<file path="config.mk">
export PLATFORM = sky130hd
export DESIGN_NAME = cond_logic_flat
export DESIGN_NICKNAME = d
export VERILOG_FILES = /design/src/rtl/arm_pkg.sv /design/src/rtl/cond_logic_if.sv /design/src/rtl/cond_check.sv /design/src/rtl/cond_logic.sv /design/src/flat_wrapper.sv
export SDC_FILE = /design/constraint.sdc
export NUM_CORES = 1
export LEC_CHECK = 0
export ABC_CLOCK_PERIOD_IN_PS = 2650
export CELL_PAD_IN_SITES_DETAIL_PLACEMENT = 0
export CELL_PAD_IN_SITES_GLOBAL_PLACEMENT = 1
export CORE_MARGIN = 2
export CORE_UTILIZATION = 27
export CTS_CLUSTER_DIAMETER = 80
export DETAILED_ROUTE_END_ITERATION = 12
export PLACE_DENSITY_LB_ADDON = 0.1
export REMOVE_ABC_BUFFERS = 1
export SYNTH_ARGS = -nofsm -noshare
export SYNTH_HDL_FRONTEND = slang
export SYNTH_SLANG_ARGS = --single-unit
</file>
<file path="constraint.sdc">
create_clock -name clk -period 2.65 [get_ports clk]
set_clock_uncertainty 0.2 [all_clocks]
set_input_delay 0.265 -clock clk [delete_from_list [all_inputs] [get_ports clk]]
set_output_delay 0.265 -clock clk [all_outputs]
set_load 0.1 [all_outputs]
</file>
<file path="src/rtl/arm_pkg.sv">
// arm_pkg: shared condition encodings and flag bit positions for the ARM datapath
package arm_pkg;

    typedef enum logic [3:0] {
        EQ = 4'b0000,
        NE = 4'b0001,
        CS = 4'b0010,
        CC = 4'b0011,
        MI = 4'b0100,
        PL = 4'b0101,
        VS = 4'b0110,
        VC = 4'b0111,
        HI = 4'b1000,
        LS = 4'b1001,
        GE = 4'b1010,
        LT = 4'b1011,
        GT = 4'b1100,
        LE = 4'b1101,
        AL = 4'b1110,
        NV = 4'b1111
    } cond_e;

    localparam int FLAG_N = 3;
    localparam int FLAG_Z = 2;
    localparam int FLAG_C = 1;
    localparam int FLAG_V = 0;

    localparam int FLAGW_NZ = 1;
    localparam int FLAGW_CV = 0;

endpackage

</file>
<file path="src/rtl/cond_logic_if.sv">
// cond_logic_if: decoder/ALU-side signals of the condition-code unit
interface cond_logic_if;
    logic [3:0] Cond;
    logic [3:0] ALUFlags;
    logic [1:0] FlagW;
    logic       PCS;
    logic       RegW;
    logic       MemW;
    logic       NoWrite;
    logic       PCSrc;
    logic       RegWrite;
    logic       MemWrite;
    logic       CondEx;
    logic [3:0] Flags;

    modport master (
        output Cond, ALUFlags, FlagW, PCS, RegW, MemW, NoWrite,
        input  PCSrc, RegWrite, MemWrite, CondEx, Flags
    );

    modport slave (
        input  Cond, ALUFlags, FlagW, PCS, RegW, MemW, NoWrite,
        output PCSrc, RegWrite, MemWrite, CondEx, Flags
    );
endinterface

</file>
<file path="src/rtl/cond_check.sv">
// cond_check: evaluates a 4-bit condition field against stored NZCV flags
module cond_check
    import arm_pkg::*;
(
    input  logic [3:0] Cond,
    input  logic [3:0] Flags,
    output logic       CondEx
);
    logic n, z, c, v, ge;

    assign n  = Flags[FLAG_N];
    assign z  = Flags[FLAG_Z];
    assign c  = Flags[FLAG_C];
    assign v  = Flags[FLAG_V];
    assign ge = n ~^ v;

    // decode the condition; AL and the 1111 encoding both always pass
    always_comb begin
        CondEx = 1'b1;
        case (cond_e'(Cond))
            EQ:      CondEx = z;
            NE:      CondEx = ~z;
            CS:      CondEx = c;
            CC:      CondEx = ~c;
            MI:      CondEx = n;
            PL:      CondEx = ~n;
            VS:      CondEx = v;
            VC:      CondEx = ~v;
            HI:      CondEx = c & ~z;
            LS:      CondEx = ~c | z;
            GE:      CondEx = ge;
            LT:      CondEx = ~ge;
            GT:      CondEx = ~z & ge;
            LE:      CondEx = z | ~ge;
            default: CondEx = 1'b1;
        endcase
    end
endmodule

</file>
<file path="src/rtl/cond_logic.sv">
// cond_logic: NZCV flag register plus condition gating of PC/register/memory writes
module cond_logic
    import arm_pkg::*;
(
    input  logic        clk,
    input  logic        reset,
    cond_logic_if.slave bus
);
    logic [1:0] nz;
    logic [1:0] cv;
    logic       cond_ex;

    cond_check u_cond_check (
        .Cond   (bus.Cond),
        .Flags  (bus.Flags),
        .CondEx (cond_ex)
    );

    // N,Z half: cleared by reset, otherwise loaded only by a passing flag-setting instruction
    always_ff @(posedge clk) begin
        if (!reset)
            nz <= 2'b00;
        else if (bus.FlagW[FLAGW_NZ] && cond_ex)
            nz <= bus.ALUFlags[FLAG_N:FLAG_Z];
    end

    // C,V half: separate enable so logical ops can preserve carry and overflow
    always_ff @(posedge clk) begin
        if (!reset)
            cv <= 2'b00;
        else if (bus.FlagW[FLAGW_CV] && cond_ex)
            cv <= bus.ALUFlags[FLAG_C:FLAG_V];
    end

    assign bus.Flags    = {nz, cv};
    assign bus.CondEx   = cond_ex;
    assign bus.PCSrc    = reset & bus.PCS & cond_ex;
    assign bus.RegWrite = reset & bus.RegW & ~bus.NoWrite & cond_ex;
    assign bus.MemWrite = reset & bus.MemW & cond_ex;
endmodule

</file>
<file path="src/flat_wrapper.sv">
// flat-port wrapper written by rule: the top's interface ports become plain ports
module cond_logic_flat import arm_pkg::*;
  (clk, reset, bus_Cond, bus_ALUFlags, bus_FlagW, bus_PCS, bus_RegW, bus_MemW, bus_NoWrite, bus_PCSrc, bus_RegWrite, bus_MemWrite, bus_CondEx, bus_Flags);
  cond_logic_if bus_i ();
  input  logic clk;
  input  logic reset;
  input wire logic [$bits(bus_i.Cond)-1:0] bus_Cond;
  input wire logic [$bits(bus_i.ALUFlags)-1:0] bus_ALUFlags;
  input wire logic [$bits(bus_i.FlagW)-1:0] bus_FlagW;
  input wire logic [$bits(bus_i.PCS)-1:0] bus_PCS;
  input wire logic [$bits(bus_i.RegW)-1:0] bus_RegW;
  input wire logic [$bits(bus_i.MemW)-1:0] bus_MemW;
  input wire logic [$bits(bus_i.NoWrite)-1:0] bus_NoWrite;
  output wire logic [$bits(bus_i.PCSrc)-1:0] bus_PCSrc;
  output wire logic [$bits(bus_i.RegWrite)-1:0] bus_RegWrite;
  output wire logic [$bits(bus_i.MemWrite)-1:0] bus_MemWrite;
  output wire logic [$bits(bus_i.CondEx)-1:0] bus_CondEx;
  output wire logic [$bits(bus_i.Flags)-1:0] bus_Flags;
  assign bus_i.Cond = bus_Cond;
  assign bus_i.ALUFlags = bus_ALUFlags;
  assign bus_i.FlagW = bus_FlagW;
  assign bus_i.PCS = bus_PCS;
  assign bus_i.RegW = bus_RegW;
  assign bus_i.MemW = bus_MemW;
  assign bus_i.NoWrite = bus_NoWrite;
  assign bus_PCSrc = bus_i.PCSrc;
  assign bus_RegWrite = bus_i.RegWrite;
  assign bus_MemWrite = bus_i.MemWrite;
  assign bus_CondEx = bus_i.CondEx;
  assign bus_Flags = bus_i.Flags;
  cond_logic u_core (.clk(clk), .reset(reset), .bus(bus_i));
endmodule
</file>
==> impl_metrics.json, run 1 <==
{
  "max_freq_mhz": 398.8,
  "placed_cell_area_um2": 709.4,
  "fillCellCount": 163,
  "initial_core_util_pct": 28.40,
  "cp.arrival_ns": 2.04,
  "drive_gt1_share_pct": 27.78,
  "fin_nets": 90,
  "syn_to_final_growth_pct": 75.75,
  "relSlewSlack_pct": 77.54,
  "layout_setup_ws_ns": 0.1425,
  "min_period_ns": 2.507,
  "rsz0062_at_grt": "false",
  "worstMarginPinSlew_ns": 0.3362,
  "cp-end-kind": "output port",
  "tritoncts": "done",
  "drtIter0Drc": 1,
  "ys_warn_count": 0,
  "dieArea_um2": 1878,
  "final.period_utilization_pct": 94.62,
  "coreArea_um2": 1471,
  "min_path_type": "reg -> reg",
  "finalInstanceArea_um2": 734.5,
  "crit_path_max_fanout": 6,
  "max_cap_violations": 0,
  "avgSynthCellArea_um2": 9.287,
  "grt_pass1_vias": 414,
  "post-cts-setup-buffers": 0,
  "drt-total-wl_mm": 1.029,
  "critPathKind": "in -> out",
  "grt-ovfl-total": 0,
  "crit_path_start_kind": "primary input",
  "grt_antenna_before_repair": 0,
  "cts_sinks": 4,
  "clockBufferDepth": 2,
  "diodes": 0,
  "num_vias": 416,
  "dr.pass1.iters": 4,
  "gr-usage-all-layers_pct": 12.53,
  "rows": 14,
  "path_clk_slew_ns": 0.04,
  "vias_per_cell": 4.727,
  "chipWidth_um": 43.34,
  "async_flop_share_pct": 0,
  "synth_edf_count": 0,
  "cts_buffers": 3,
  "dp_hpwl_um": 882.8,
  "final_common_cell": "clkdlybuf4s50_1",
  "multi_input_area_um2": 322.8,
  "routedWlPerCell_um": 11.69,
  "io_pins": 24,
  "utilization_pct": 49.92,
  "p_per_area_nw_per_um2": 459.0,
  "htreeDepth": 1,
  "die_h_um": 43.34,
  "outcome": "completed",
  "post_cts_resized": 0,
  "antenna_left": 0,
  "setup_viol": 0,
  "whs_ns": 0.2998,
  "finalSetupTns_ns": 0,
  "grt_max_degree": 12,
  "register_area_um2": 80.08,
  "cts_root_buf": "clkbuf_4",
  "required_ns": 2.18,
  "port_buffers": 23,
  "ys_ff_latch": 4,
  "hold_violations": 0,
  "peakVddDrop_mv": 0.2843,
  "synthDistinctLibCells": 22,
  "drc_errors": 0,
  "seq_area_frac_synth_pct": 19.16,
  "slew_viol_final": 0,
  "synthCells": 45,
  "clk_latency_ns": 0.23,
  "hold_buffers": 0,
  "layout_common_cells": "14 x clkdlybuf4s50_1, 9 x nand2_1, 6 x buf_4",
  "synth_top_flop_cell": "dfxtp_1",
  "grt_pass1_wl_mm": 1.800,
  "place_congestion": 0.7453,
  "pre_cts_ws_ns": 0.03916,
  "power.leakage_uw": 0.0003102,
  "syn_area_um2": 417.9
}
==> per-stage QoR <==
step,total power (uW),std cells
2_1_floorplan,196.3,44
3_3_place_gp,265.6,85
4_1_cts,343.6,88
3_5_place_dp,265.6,85
6_report,337.1,88
5_1_grt,358.1,88
==> logic make-up (layout without fill, tap and decap cells) <==
logic type | Yosys count | after routing | synth area share [%]
xor gates and xnor gates | 3 | 3 | 6.289
DFF | 4 | 4 | 19.16
and+or+nand+nor | 21 | 21 | 30.24
AOI/OAI and AO/OA | 7 | 7 | 23.35
muxes | 6 | 6 | 17.37
buffers and inverters | 4 | 31 | 3.592
==> registers in the layout, indices dropped and copies added (netlist names) <==
register and cells:
u_core.cv 2, u_core.nz 2
==> cells in the mapped netlist, types with 2 or more instances <==
master,number,area share (%)
and3b_1,2,4.2
nor3b_1,2,3.6
and3_1,2,3.0
dfxtp_1,4,19
mux2i_1,5,12
xnor2_1,2,4.2
nand2_1,9,8.1
inv_1,3,2.7
a31oi_4,2,10
nor2b_1,2,3.0
==> critical path: stages <==
cell and delay, ns:
clkdlybuf4s50_1 0.52, xnor2_1 0.28, nand3b_1 0.12, a31o_2 0.31
nand3_2 0.12, and4b_1 0.25, buf_12 0.18
==> routing by layer <==
layer,vias to the layer above,routed length [um],global-route usage (%)
li1,219,-,-
met1,186,455,14.87
met2,11,532,21.49
met3,0,41,5.417
met4,0,0,1.818
met5,-,0,0
==> cell type report <==
type / count / share of cell area, %
clock buffers: 3 / 3.066
inverters: 3 / 1.533
multi-input cells: 37 / 43.95
flip-flops and latches: 4 / 10.90
well taps: 16 / 2.726
repair buffers: 25 / 37.82
==> where the power goes <==
group	switching, uW	leakage [uW]	total (uW)	internal, uW
clock network	23.5	0.0000138	74.1	50.6
logic	114	0.000264	191	76.9
registers	6.55	0.0000327	71.8	65.2
total	144	0.000310	337	193
==> worst paths after layout <==
kind                     start           end  slack [ns]  cells after the start
setup / recovery   bus_Cond[0]  bus_RegWrite        0.14                      7
hold / removal    u_core.cv[1]  u_core.cv[1]        0.30                      2
setup reg to reg  u_core.cv[0]  u_core.nz[1]        0.83                      6
hold reg to reg   u_core.cv[1]  u_core.cv[1]        0.30                      2
Power figures use the tool's default switching activity.
==> run 2, diff against run 1 <==
CORE_MARGIN = 8   (was 2)
RECOVER_POWER = 25   (was not set)
==> impl_metrics.json, run 2 (synthesis gave the netlist of run 1 again) <==
{
  "hold_buffers": 0,
  "dp_cells": 87,
  "required_ns": 2.18,
  "tritoncts": "done",
  "io_pins": 24,
  "max_cap_violations": 0,
  "peakVddDrop_mv": 0.2617,
  "relSlewSlack_pct": 21.72,
  "cp.arrival_ns": 2.00,
  "syn_to_final_growth_pct": 76.05,
  "final.period_utilization_pct": 93.18,
  "chipWidth_um": 55.34,
  "diodes": 0,
  "clk_latency_ns": 0.23,
  "critPathKind": "in -> out",
  "layout_common_cells": "15 x clkdlybuf4s50_1, 9 x nand2_1, 5 x mux2i_1, 5 x buf_4",
  "grt_pass1_vias": 423,
  "cp-end-kind": "output port",
  "hold_violations": 0,
  "clockBufferDepth": 2,
  "fillCellCount": 148,
  "worstPathCellList": "clkdlybuf4s50_1 -> mux2i_1 -> xor2_1 -> o32a_4 -> nand3_2 -> and4b_1 -> buf_12",
  "routedWlPerCell_um": 12.93,
  "grt-ovfl-total": 0,
  "crit_path_max_fanout": 4,
  "reg2reg_from": "u_core.cv[0]",
  "power.leakage_uw": 0.0002983,
  "crit_path_end": "bus_RegWrite",
  "finalSetupTns_ns": 0,
  "cp-startpoint": "bus_Cond[1]",
  "dieArea_um2": 3063,
  "coreArea_um2": 1471,
  "die_h_um": 55.34,
  "drt-total-wl_mm": 1.164,
  "crit_path_start_kind": "primary input",
  "place_congestion": 0.7591,
  "worstMarginPinSlew_ns": 1.179,
  "max_freq_mhz": 405.0,
  "p_per_area_nw_per_um2": 456.8,
  "drc_errors": 0,
  "min_path_type": "reg -> reg",
  "outcome": "completed",
  "grt_pass1_wl_mm": 2.001,
  "slowest_stage": "clkdlybuf4s50_1",
  "grt_antenna_before_repair": 0,
  "reg_top3": "u_core.cv: 2 flops, u_core.nz: 2 flops",
  "initial_core_util_pct": 28.40,
  "drive_gt1_share_pct": 25.68,
  "min_period_ns": 2.469,
  "post_cts_resized": 0,
  "timing.rr.end": "u_core.cv[0]",
  "cp.depth": 7,
  "port_buffers": 23,
  "slowest_delay_ns": 0.49,
  "cts_root_buf": "clkbuf_4",
  "final_common_cell": "clkdlybuf4s50_1",
  "cts_buffers": 3,
  "num_vias": 416,
  "path_delay_family": "buffers and inverters",
  "htreeDepth": 1,
  "rsz0062_at_grt": "false",
  "ff2ff_setup_slack_ns": 0.84,
  "drtIter0Drc": 0,
  "fin_nets": 92,
  "slew_viol_final": 0,
  "rows": 14,
  "grt_max_degree": 12,
  "setup_viol": 0,
  "vias_per_cell": 4.622,
  "gr-usage-all-layers_pct": 7.664,
  "post-cts-setup-buffers": 0,
  "utilization_pct": 50.00,
  "worst-path-buf-inv": 2,
  "path_clk_slew_ns": 0.03,
  "antenna_left": 0,
  "reg2reg_depth": 6,
  "fin_cells": 90,
  "cts_sinks": 4,
  "dr.pass1.iters": 1
}
run 2: changes by cell type in the layout (fill, tap and decap cells not counted):
cell	delta
buf_4	-1
clkbuf_1	+3
clkdlybuf4s50_1	+1
dlymetal6s2s_1	-1
run 2: final cells by class:
type	count	area [um^2]	area share (%)
multi-input combinational	37	322.8	43.88
timing repair buffer	27	279.0	37.93
sequential	4	80.08	10.88
clock buffer	3	22.52	3.061
tap	16	20.02	2.721
inverter	3	11.26	1.531
run 2: routing by layer:
metal	wire [um]	GRT usage [%]
met1	521	8.880
met2	581	12.18
met3	61	2.283
met4	0	4.225
met5	0	0
run 2: metrics by stage:
stage               setup WS [ns]  power, uW  instance area, um^2  hold slack (ns)
floorplan                 -0.8824      196.3                414.1           0.2071
global route              0.08472      357.4                735.7           0.3052
global placement           0.1463      271.4                724.4           0.2881
finish                     0.1808      336.0                735.7           0.2874
CTS                        0.1633      346.2                747.0           0.2918
detailed placement         0.1713      270.7                724.4           0.2887
run 2: tightest hold or removal path, cell delays in order, from the launching register on:
cell     delay (ns)
dfxtp_1        0.32
nand2_1        0.06
mux2i_1        0.05
run 2: worst min path at each step:
stage / from / to / cells after the start
CTS: u_core.cv[1] / u_core.cv[1] / 2
detailed placement: u_core.cv[1] / u_core.cv[1] / 2
global placement: u_core.cv[1] / u_core.cv[1] / 2
floorplan: bus_ALUFlags[0] / u_core.cv[0] / 2
global route: u_core.cv[1] / u_core.cv[1] / 2
finish: u_core.cv[1] / u_core.cv[1] / 2
run 2: report_power, final:
| part | switching, uW | internal [uW] | total [uW] |
|---|---|---|---|
| clock | 20.8 | 50.4 | 71.2 |
| combinational | 116 | 77.2 | 193 |
| sequential | 6.14 | 65.3 | 71.4 |
| total | 143 | 193 | 336 |
==> run 3, diff against run 2 <==
HOLD_SLACK_MARGIN = 0.06   (was not set)
==> results of run 3 <==
Same layout as run 2: the final DEF is identical, and so are final timing and power.
